## src/rtl/program_sequencer.sv

```systemverilog
// Host-facing run controller: four-phase req/ack handshake, program select, start pulse to the
// program counter, run-cycle counting with watchdog. All outputs come straight from flops.
module program_sequencer #(
  parameter int unsigned PC_BITS    = 9,
  parameter int unsigned CNT_BITS   = 16,
  parameter int unsigned NUM_PROGS  = 3,
  parameter int unsigned START_HOLD = 2,
  parameter int unsigned MAX_CYCLES = 60000,
  parameter int unsigned P0_START   = 0,
  parameter int unsigned P0_DONE    = 145,
  parameter int unsigned P1_START   = 146,
  parameter int unsigned P1_DONE    = 290,
  parameter int unsigned P2_START   = 291,
  parameter int unsigned P2_DONE    = 435
) (
  input  logic                clock,
  input  logic                reset_n,
  input  logic                req,
  input  logic [1:0]          prog_sel,
  input  logic                core_done,
  output logic                start,
  output logic [PC_BITS-1:0]  starting_address,
  output logic [PC_BITS-1:0]  done_address,
  output logic                ack,
  output logic                busy,
  output logic                timeout,
  output logic                bad_sel,
  output logic [CNT_BITS-1:0] cycle_count
);

  if (MAX_CYCLES >= (64'd1 << CNT_BITS) || START_HOLD < 1) begin : g_bad_params
    $error("program_sequencer: MAX_CYCLES must fit in CNT_BITS and START_HOLD must be >= 1");
  end

  localparam int unsigned HW = (START_HOLD > 1) ? $clog2(START_HOLD) : 1;
  localparam logic [HW-1:0] HOLD_LAST = HW'(START_HOLD - 1);
  localparam logic [CNT_BITS-1:0] CNT_MAX = CNT_BITS'(MAX_CYCLES);

  typedef enum logic [1:0] {S_IDLE, S_LOAD, S_RUN, S_ACK} state_e;

  state_e              state_q, state_d;
  logic [HW-1:0]       hold_q, hold_d;
  logic                start_q, start_d;
  logic                ack_q, ack_d;
  logic                busy_q, busy_d;
  logic                timeout_q, timeout_d;
  logic                bad_sel_q, bad_sel_d;
  logic [CNT_BITS-1:0] cnt_q, cnt_d;
  logic [PC_BITS-1:0]  sa_q, sa_d;
  logic [PC_BITS-1:0]  da_q, da_d;
  logic [CNT_BITS-1:0] cnt_inc;

  assign cnt_inc = cnt_q + CNT_BITS'(1);

  always_comb begin
    state_d   = state_q;
    hold_d    = hold_q;
    start_d   = start_q;
    ack_d     = ack_q;
    busy_d    = busy_q;
    timeout_d = timeout_q;
    bad_sel_d = bad_sel_q;
    cnt_d     = cnt_q;
    sa_d      = sa_q;
    da_d      = da_q;
    case (state_q)
      S_IDLE: begin
        if (req) begin
          if (32'(prog_sel) < NUM_PROGS) begin
            case (prog_sel)
              2'd0: begin sa_d = PC_BITS'(P0_START); da_d = PC_BITS'(P0_DONE); end
              2'd1: begin sa_d = PC_BITS'(P1_START); da_d = PC_BITS'(P1_DONE); end
              default: begin sa_d = PC_BITS'(P2_START); da_d = PC_BITS'(P2_DONE); end
            endcase
            timeout_d = 1'b0;
            bad_sel_d = 1'b0;
            cnt_d     = '0;
            start_d   = 1'b1;
            busy_d    = 1'b1;
            hold_d    = '0;
            state_d   = S_LOAD;
          end else begin
            bad_sel_d = 1'b1;
            ack_d     = 1'b1;
            state_d   = S_ACK;
          end
        end
      end
      // core_done is deliberately not looked at here: it may still be high from the last run.
      S_LOAD: begin
        if (hold_q == HOLD_LAST) begin
          start_d = 1'b0;
          state_d = S_RUN;
        end else begin
          hold_d = hold_q + HW'(1);
        end
      end
      S_RUN: begin
        cnt_d = cnt_inc;
        if (core_done) begin
          ack_d   = 1'b1;
          busy_d  = 1'b0;
          state_d = S_ACK;
        end else if (cnt_inc == CNT_MAX) begin
          timeout_d = 1'b1;
          ack_d     = 1'b1;
          busy_d    = 1'b0;
          state_d   = S_ACK;
        end
      end
      S_ACK: begin
        if (!req) begin
          ack_d   = 1'b0;
          state_d = S_IDLE;
        end
      end
      default: state_d = S_IDLE;
    endcase
  end

  always_ff @(posedge clock or negedge reset_n) begin
    if (!reset_n) begin
      state_q   <= S_IDLE;
      hold_q    <= '0;
      start_q   <= 1'b0;
      ack_q     <= 1'b0;
      busy_q    <= 1'b0;
      timeout_q <= 1'b0;
      bad_sel_q <= 1'b0;
      cnt_q     <= '0;
      sa_q      <= PC_BITS'(P0_START);
      da_q      <= PC_BITS'(P0_DONE);
    end else begin
      state_q   <= state_d;
      hold_q    <= hold_d;
      start_q   <= start_d;
      ack_q     <= ack_d;
      busy_q    <= busy_d;
      timeout_q <= timeout_d;
      bad_sel_q <= bad_sel_d;
      cnt_q     <= cnt_d;
      sa_q      <= sa_d;
      da_q      <= da_d;
    end
  end

  assign start            = start_q;
  assign ack              = ack_q;
  assign busy             = busy_q;
  assign timeout          = timeout_q;
  assign bad_sel          = bad_sel_q;
  assign cycle_count      = cnt_q;
  assign starting_address = sa_q;
  assign done_address     = da_q;

endmodule

```

## config.mk

```make
export PLATFORM = sky130hd
export DESIGN_NAME = program_sequencer
export DESIGN_NICKNAME = d
export VERILOG_FILES = /design/src/rtl/program_sequencer.sv
export SDC_FILE = /design/constraint.sdc
export NUM_CORES = 1
export LEC_CHECK = 0
export ABC_AREA = 0
export CAP_MARGIN = 5
export CELL_PAD_IN_SITES_DETAIL_PLACEMENT = 2
export CELL_PAD_IN_SITES_GLOBAL_PLACEMENT = 2
export CORE_ASPECT_RATIO = 1.2
export CORE_MARGIN = 5
export CORE_UTILIZATION = 29
export CTS_BUF_LIST = sky130_fd_sc_hd__clkbuf_16
export CTS_CLUSTER_SIZE = 16
export DETAILED_ROUTE_END_ITERATION = 10
export GPL_TIMING_DRIVEN = 0
export HOLD_SLACK_MARGIN = 0.15
export PLACE_DENSITY = 0.79
export SLEW_MARGIN = 0
export SYNTH_ARGS = -nofsm -noshare
export SYNTH_HDL_FRONTEND = slang
export SYNTH_SLANG_ARGS = --single-unit
export TNS_END_PERCENT = 20
```

## constraint.sdc

```tcl
create_clock -name clock -period 2.8 [get_ports clock]
set_input_delay 0.84 -clock clock [delete_from_list [all_inputs] [get_ports clock]]
set_output_delay 0.84 -clock clock [all_outputs]
set_load 0.01 [all_outputs]
```

==> metrics, run 1 <==
outcome=finished clean; hold buffers post-CTS=0; Clock Tree Root=clkbuf_16; ys flop type=dfrtp_1; Setup crit start kind=flip-flop; Die W=roughly 83 um; internal reg-to-reg setup slack=approximately 0.18 ns; Row Count=31; total global routing overflow=0; worst path cell trace=nand4_4, nor4_2, xnor2_1, or4_4, o311a_4, nor2_1, mux2i_1; placed instance area=~2400 sq um; Post-DP HPWL=4.39 mm; Worst Tran Pin Value=~0.77 ns; Max Slew Vio Count=0; CTS Buf Count=3; DR DRC count=0; worst hold slack=0.501 ns; Area growth syn-to-layout=34.1%; PortBufs=38; share of layout cells above drive strength 1=about 17%; TritonRoute pass-1 iters=3; Skew-Pair Late Insertion Delay=around 0.27 ns; Starting Density=a little under a third; period utilization=between 90% and 100%; Worst setup EP type=flip-flop; min-delay src=start; Synth top area share=a little over a third; largest net degree at the start of global routing=16; Hold Path Cell Cnt=2; hold path endpoint=start; # nets final=264; final setup TNS=0 ns; worst vdd ir=0.365 mV; Final ANT Viol Nets=0; Netlist cell types=46; core region area=6130 sq um; Worst Hold Class=reg2reg; initial antenna violation count=0; routability cong.=around 0.76; Ys Warns=0; Buf/Inv on CP=0; post-DR wirelength/cell=around 17 um; Iter 0 DRT Violations=54; clk sinks=28; Die ar.=8060 sq um; CTS tree=built; R2R Path Start=cycle_count[4]; Crit path max-delay family=simple AND/OR/NAND/NOR gates; Crit Path Category=reg2reg; Post-Synthesis Cell Area=1840 sq um; largest cells by area after synthesis=dfrtp_1, buf_4, nand2_1; postcts setup bufs=0; Max Clk Rate=0.382 GHz; Synth Area per Inst=around 9 sq um; global-route wire length before repair=9.65 mm; routed vias=around 1.7k; Final Skew=between 0.002 and 0.003 ns; most frequent cell after synthesis=dfrtp_1; #FFs+latches synth=28; DRT Wirelength=5.65 mm; reg2reg end=state_q[1]; Slew headroom=48.6%; H-tree lvl count=1; final setup violation count=0; Ant. Diodes=0; LEAKAGE=1.09 nW; All-Layer GR Usage=between 10% and 20%; Commonest cells post-synth=dfrtp_1, nand2_1, nor2_1, o21ai_0, buf_4; critical path's slowest cell=or4_4; Critical Path AT=2.81 ns; most area-hungry cell type in the Yosys netlist=dfrtp_1; final hold viol count=0; fill cell count=~720; MaxCap Viol Count=0; Pwr Density=~760 nW/um^2; Async SR Flop Fraction=between 90% and 100%; CP required=roughly 3.0 ns; Design Area, Final=between 2000 and 2500 sq um; setup repair after global routing missed its margin=false; Reg clk slew, reported paths=0.07 ns; maximum fanout along the worst path=8; vias in the first global route=between 1.5k and 2k; Die H=97.3 um; via-per-instance ratio=approximately 5; Synth Instances=roughly 200; Longest Clk Path Bufs=2; part of the Yosys area used for sequential elements=between 30% and 40%; Period minus WS final=between 2 and 3 ns; number of synthesized flops with an enable pin=0; Worst R2R Path Depth=7; io pins=between 40 and 50; Worst path max stage delay=0.57 ns
cells by family after synthesis:
group           synth area share, %
buf+inv                        11.9
fa+ha+maj                      3.39
simple gates                   23.4
compound gates                 19.1
xor+xnor                       2.85
other cells                   0.203
mux                            1.09
flops                          38.1
power by group:
| part | total, W | switching (W) | internal, W |
|---|---|---|---|
| clock | 0.000346 | 0.000154 | 0.000192 |
| sequential | 0.000589 | 0.0000868 | 0.000502 |
| combinational | 0.000954 | 0.000494 | 0.000460 |
through the flow:
stage	total power, W	instances	util, %	setup slack (ns)
detailed placement	0.00155	330	38.7	-0.625
floorplan	0.00109	209	-	0.478
global placement	0.00151	329	38.3	-0.610
finish	0.00189	334	40.3	0.184
CTS	0.00191	334	40.1	0.0194
global route	0.00203	334	40.3	0.0212
layout make-up:
type,count,area [sq um],share of cell area (%)
Multi-Input combinational cell,148,958,38.8
Clock buffer,3,75.1,3.04
Timing Repair Buffer,39,408,16.5
Tap cell,82,103,4.15
Inverter,8,30.0,1.22
Buffer,25,191,7.75
Clock inverter,1,3.75,0.152
Sequential cell,28,702,28.4
sequential cells by signal, indices dropped and copies added (netlist names):
signal            flops
busy                  1
state_q               2
starting_address      2
timeout               1
bad_sel               1
cycle_count          16
hold_q                1
start                 1
ack                   1
done_address          2
worst reg2reg max path, stage by stage, from the launching register on:
cell and delay, ns:
dfrtp_1 0.52, nand4_4 0.20, nor4_2 0.35, xnor2_1 0.17, or4_4 0.57, o311a_4 0.34
nor2_1 0.17, mux2i_1 0.22
routing by layer:
layer  GRT usage, %  part of all wire [%]  wire length, um  vias up
met5              0                     0                0        -
met4           3.40                   1.2               70        0
met3           2.13                   3.1              175        7
met2           27.8                    55             3120       34
met1           17.9                    40             2280      837
li1               -                     -                -      795
repair_timing:
item,in CTS,in global routing
hold endpoints to repair,0,0
pin swaps,0,0
setup endpoints to repair,13,12
gates resized for setup,3,3
cloned,0,0
how the worst max path moves through the flow:
stage	startpoint	end	slack, ns	cells past startpoint
after floorplan	cycle_count[2]	state_q[1]	0.48	8
after CTS	req	cycle_count[2]	0.02	8
after global placement	req	cycle_count[9]	-0.61	8
after global routing	cycle_count[2]	state_q[1]	0.02	8
after detailed placement	req	cycle_count[9]	-0.62	8
final	cycle_count[4]	state_q[1]	0.18	7
layout by cell type, fill, tap and decap left out, drive strengths merged, types with 3 or more instances in the layout:
cell / synthesis / routed
xnor2: 5 / 5
conb: 1 / 6
nor4: 3 / 3
o21ai: 17 / 17
a21o: 6 / 6
nand2: 25 / 25
nor3: 10 / 10
a21oi: 4 / 4
buf: 17 / 18
ha: 5 / 5
a22o: 9 / 9
or4: 3 / 3
clkdlybuf4s50: 0 / 38
and3: 3 / 3
dfrtp: 27 / 27
nand3: 12 / 12
nand4: 5 / 5
clkbuf: 8 / 11
nor2: 17 / 17
inv: 8 / 8
Note: power is estimated with default switching activity, not from simulation.
==> inputs of run 2 (changes only) <==
--- a/config.mk
+++ b/config.mk
@@ -11,13 +11,13 @@
 export CELL_PAD_IN_SITES_GLOBAL_PLACEMENT = 2
 export CORE_ASPECT_RATIO = 1.2
 export CORE_MARGIN = 5
-export CORE_UTILIZATION = 29
+export CORE_UTILIZATION = 30
 export CTS_BUF_LIST = sky130_fd_sc_hd__clkbuf_16
 export CTS_CLUSTER_SIZE = 16
 export DETAILED_ROUTE_END_ITERATION = 10
 export GPL_TIMING_DRIVEN = 0
 export HOLD_SLACK_MARGIN = 0.15
-export PLACE_DENSITY = 0.79
+export PLACE_DENSITY = 0.81
 export SLEW_MARGIN = 0
 export SYNTH_ARGS = -nofsm -noshare
 export SYNTH_HDL_FRONTEND = slang
==> constraint.sdc (replaced) <==
create_clock -name clock -period 3.3 [get_ports clock]
set_input_delay 0.99 -clock clock [delete_from_list [all_inputs] [get_ports clock]]
set_output_delay 0.99 -clock clock [all_outputs]
set_load 0.01 [all_outputs]
==> metrics, run 2 (synthesis gave the netlist of run 1 again) <==
outcome=finished clean (unchanged); crit path from=req (was cycle_count[4]); internal reg-to-reg setup slack=0.67 ns (was 0.18 ns); worst hold slack=0.501 ns (about the same); initial antenna violation count=0 (unchanged); Pwr Density=653 nW/um^2 (was 764 nW/um^2); Reg clk slew, reported paths=0.07 ns (about the same); Hold Path Cell Cnt=1 (was 2); clk sinks=28 (unchanged); reg2reg end=cycle_count[9] (was state_q[1]); CTS Buf Count=3 (unchanged); Area growth syn-to-layout=31.6% (was 34.1%); Design Area, Final=2420 sq um (was 2470 sq um); via-per-instance ratio=4.99 (was 5.01); Crit Path Category=in2reg (was reg2reg); Setup crit start kind=primary input (was flip-flop); hold path endpoint=ack (was start); total power=0.00158 W (was 0.00189 W); Layout Cells excl Fill=333 (was 334); global-route wire length before repair=9.19 mm (was 9.65 mm); fill cell count=695 (was 718); setup repair after global routing missed its margin=false (unchanged); maximum fanout along the worst path=10 (was 8); Worst setup EP type=flip-flop (unchanged); placed instance area=2340 sq um (was 2370 sq um); largest net degree at the start of global routing=29 (was 16); most common cell after layout, fill and taps aside=clkdlybuf4s50_1 (unchanged); share of layout cells above drive strength 1=16.3% (was 17.1%); DRT Wirelength=5.39 mm (was 5.65 mm); commonest cells after routing, fill and taps aside=clkdlybuf4s50_1, dfrtp_1, nand2_1 (unchanged); min-delay src=ack (was start); Worst Tran Pin Value=0.678 ns (was 0.768 ns); # nets final=263 (was 264); Max Clk Rate=about 0.34 GHz; Die H=95.9 um (was 97.3 um); Skew-Pair Late Insertion Delay=0.27 ns (about the same); routability cong.=0.792 (was 0.757); postcts setup bufs=0 (unchanged); total global routing overflow=0 (unchanged); Max Slew Vio Count=0 (unchanged); Post-DP HPWL=4.17 mm (was 4.39 mm); Longest Clk Path Bufs=2 (unchanged); final setup violation count=0 (unchanged); PortBufs=38 (unchanged); final hold viol count=0 (unchanged); Critical Path AT=3.16 ns (was 2.81 ns); Die ar.=7820 sq um (was 8060 sq um); MaxCap Viol Count=0 (unchanged); Die W=81.6 um (was 82.8 um); post-DR wirelength/cell=16.2 um (was 16.9 um); Period minus WS final=2.98 ns; worst vdd ir=0.365 mV (about the same); routed vias=1,662 (was 1,673); CTS tree=built (unchanged); Worst Hold Class=reg2reg (unchanged); period utilization=90.4%; Row Count=31 (unchanged); CP required=3.47 ns (was 2.99 ns); R2R Path Start=state_q[1] (was cycle_count[4]); Starting Density=30.7% (was 30.1%); io pins=45 (unchanged); Clock Tree Root=clkbuf_16 (unchanged); Worst R2R Path Depth=10 (was 7); Slew headroom=54.8% (was 48.6%); Reg area=702 sq um (unchanged); Final ANT Viol Nets=0 (unchanged); Final Skew=0.00709 ns (was 0.00277 ns); Iter 0 DRT Violations=45 (was 54); TritonRoute pass-1 iters=3 (unchanged); DR DRC count=0 (unchanged); core region area=6010 sq um (was 6130 sq um); H-tree lvl count=1 (unchanged); Ant. Diodes=0 (unchanged); footprint of the multi-input gates=945 sq um (was 958 sq um); Placed Cells incl. Taps=329 (was 330); LEAKAGE=1.08 nW (was 1.09 nW); All-Layer GR Usage=15.2% (was 15.1%); vias in the first global route=1,828 (was 1,939); max FFs per register=16 (unchanged)
[run 2: timing repair]
item / CTS / global route
pin swaps: 0 / 0
gates resized for setup: 1 / 3
endpoints found under the setup margin: 9 / 10
hold buffers: 0 / 0
[run 2: report_power, final]
| group | internal [W] | leakage [nW] | switching, W |
|---|---|---|---|
| clock | 0.000163 | 0.0385 | 0.000127 |
| sequential | 0.000426 | 0.359 | 0.0000726 |
| combinational | 0.000383 | 0.678 | 0.000412 |
| total | 0.000971 | 1.08 | 0.000612 |
[run 2: routing by layer]
layer / part of all wire [%] / global-route usage (%) / up-vias
met4: 0.70 / 3.38 / 0
met1: 41 / 17.9 / 829
met2: 54 / 28.4 / 33
li1: - / - / 796
met3: 3.4 / 2.34 / 4
met5: 0 / 0 / -
[run 2: area by class of cell]
type	count	share of cell area [%]
sequential	28	28.9
inverter	8	1.24
clock inverter	1	0.155
buffer	25	7.89
multi-input combinational	148	39.0
clock buffer	3	3.10
tap	82	4.23
timing repair buffer	38	15.5
[run 2: critical path: stages]
cell and delay (ns):
clkdlybuf4s50_1 0.53, nand2_1 0.27, a21oi_2 0.11, a21oi_1 0.38, clkbuf_2 0.34, clkbuf_2 0.31
o21ai_0 0.14, o31ai_1 0.08
[run 2: metrics by stage]
step	utilization [%]	setup WS, ns	TNS (ns)
after global routing	40.3	0.165	0
after global placement	39.0	-0.291	-2.27
after CTS	40.2	0.0569	0
after floorplan	-	0.955	0
after detailed placement	38.9	-0.403	-3.48
final	40.3	0.317	0
[run 2: how the worst max path moves through the flow]
stage | to | depth (start not counted)
after floorplan | cycle_count[6] | 6
after global placement | cycle_count[9] | 8
after detailed placement | cycle_count[9] | 8
after CTS | cycle_count[9] | 8
after global routing | cycle_count[9] | 8
final | cycle_count[9] | 8
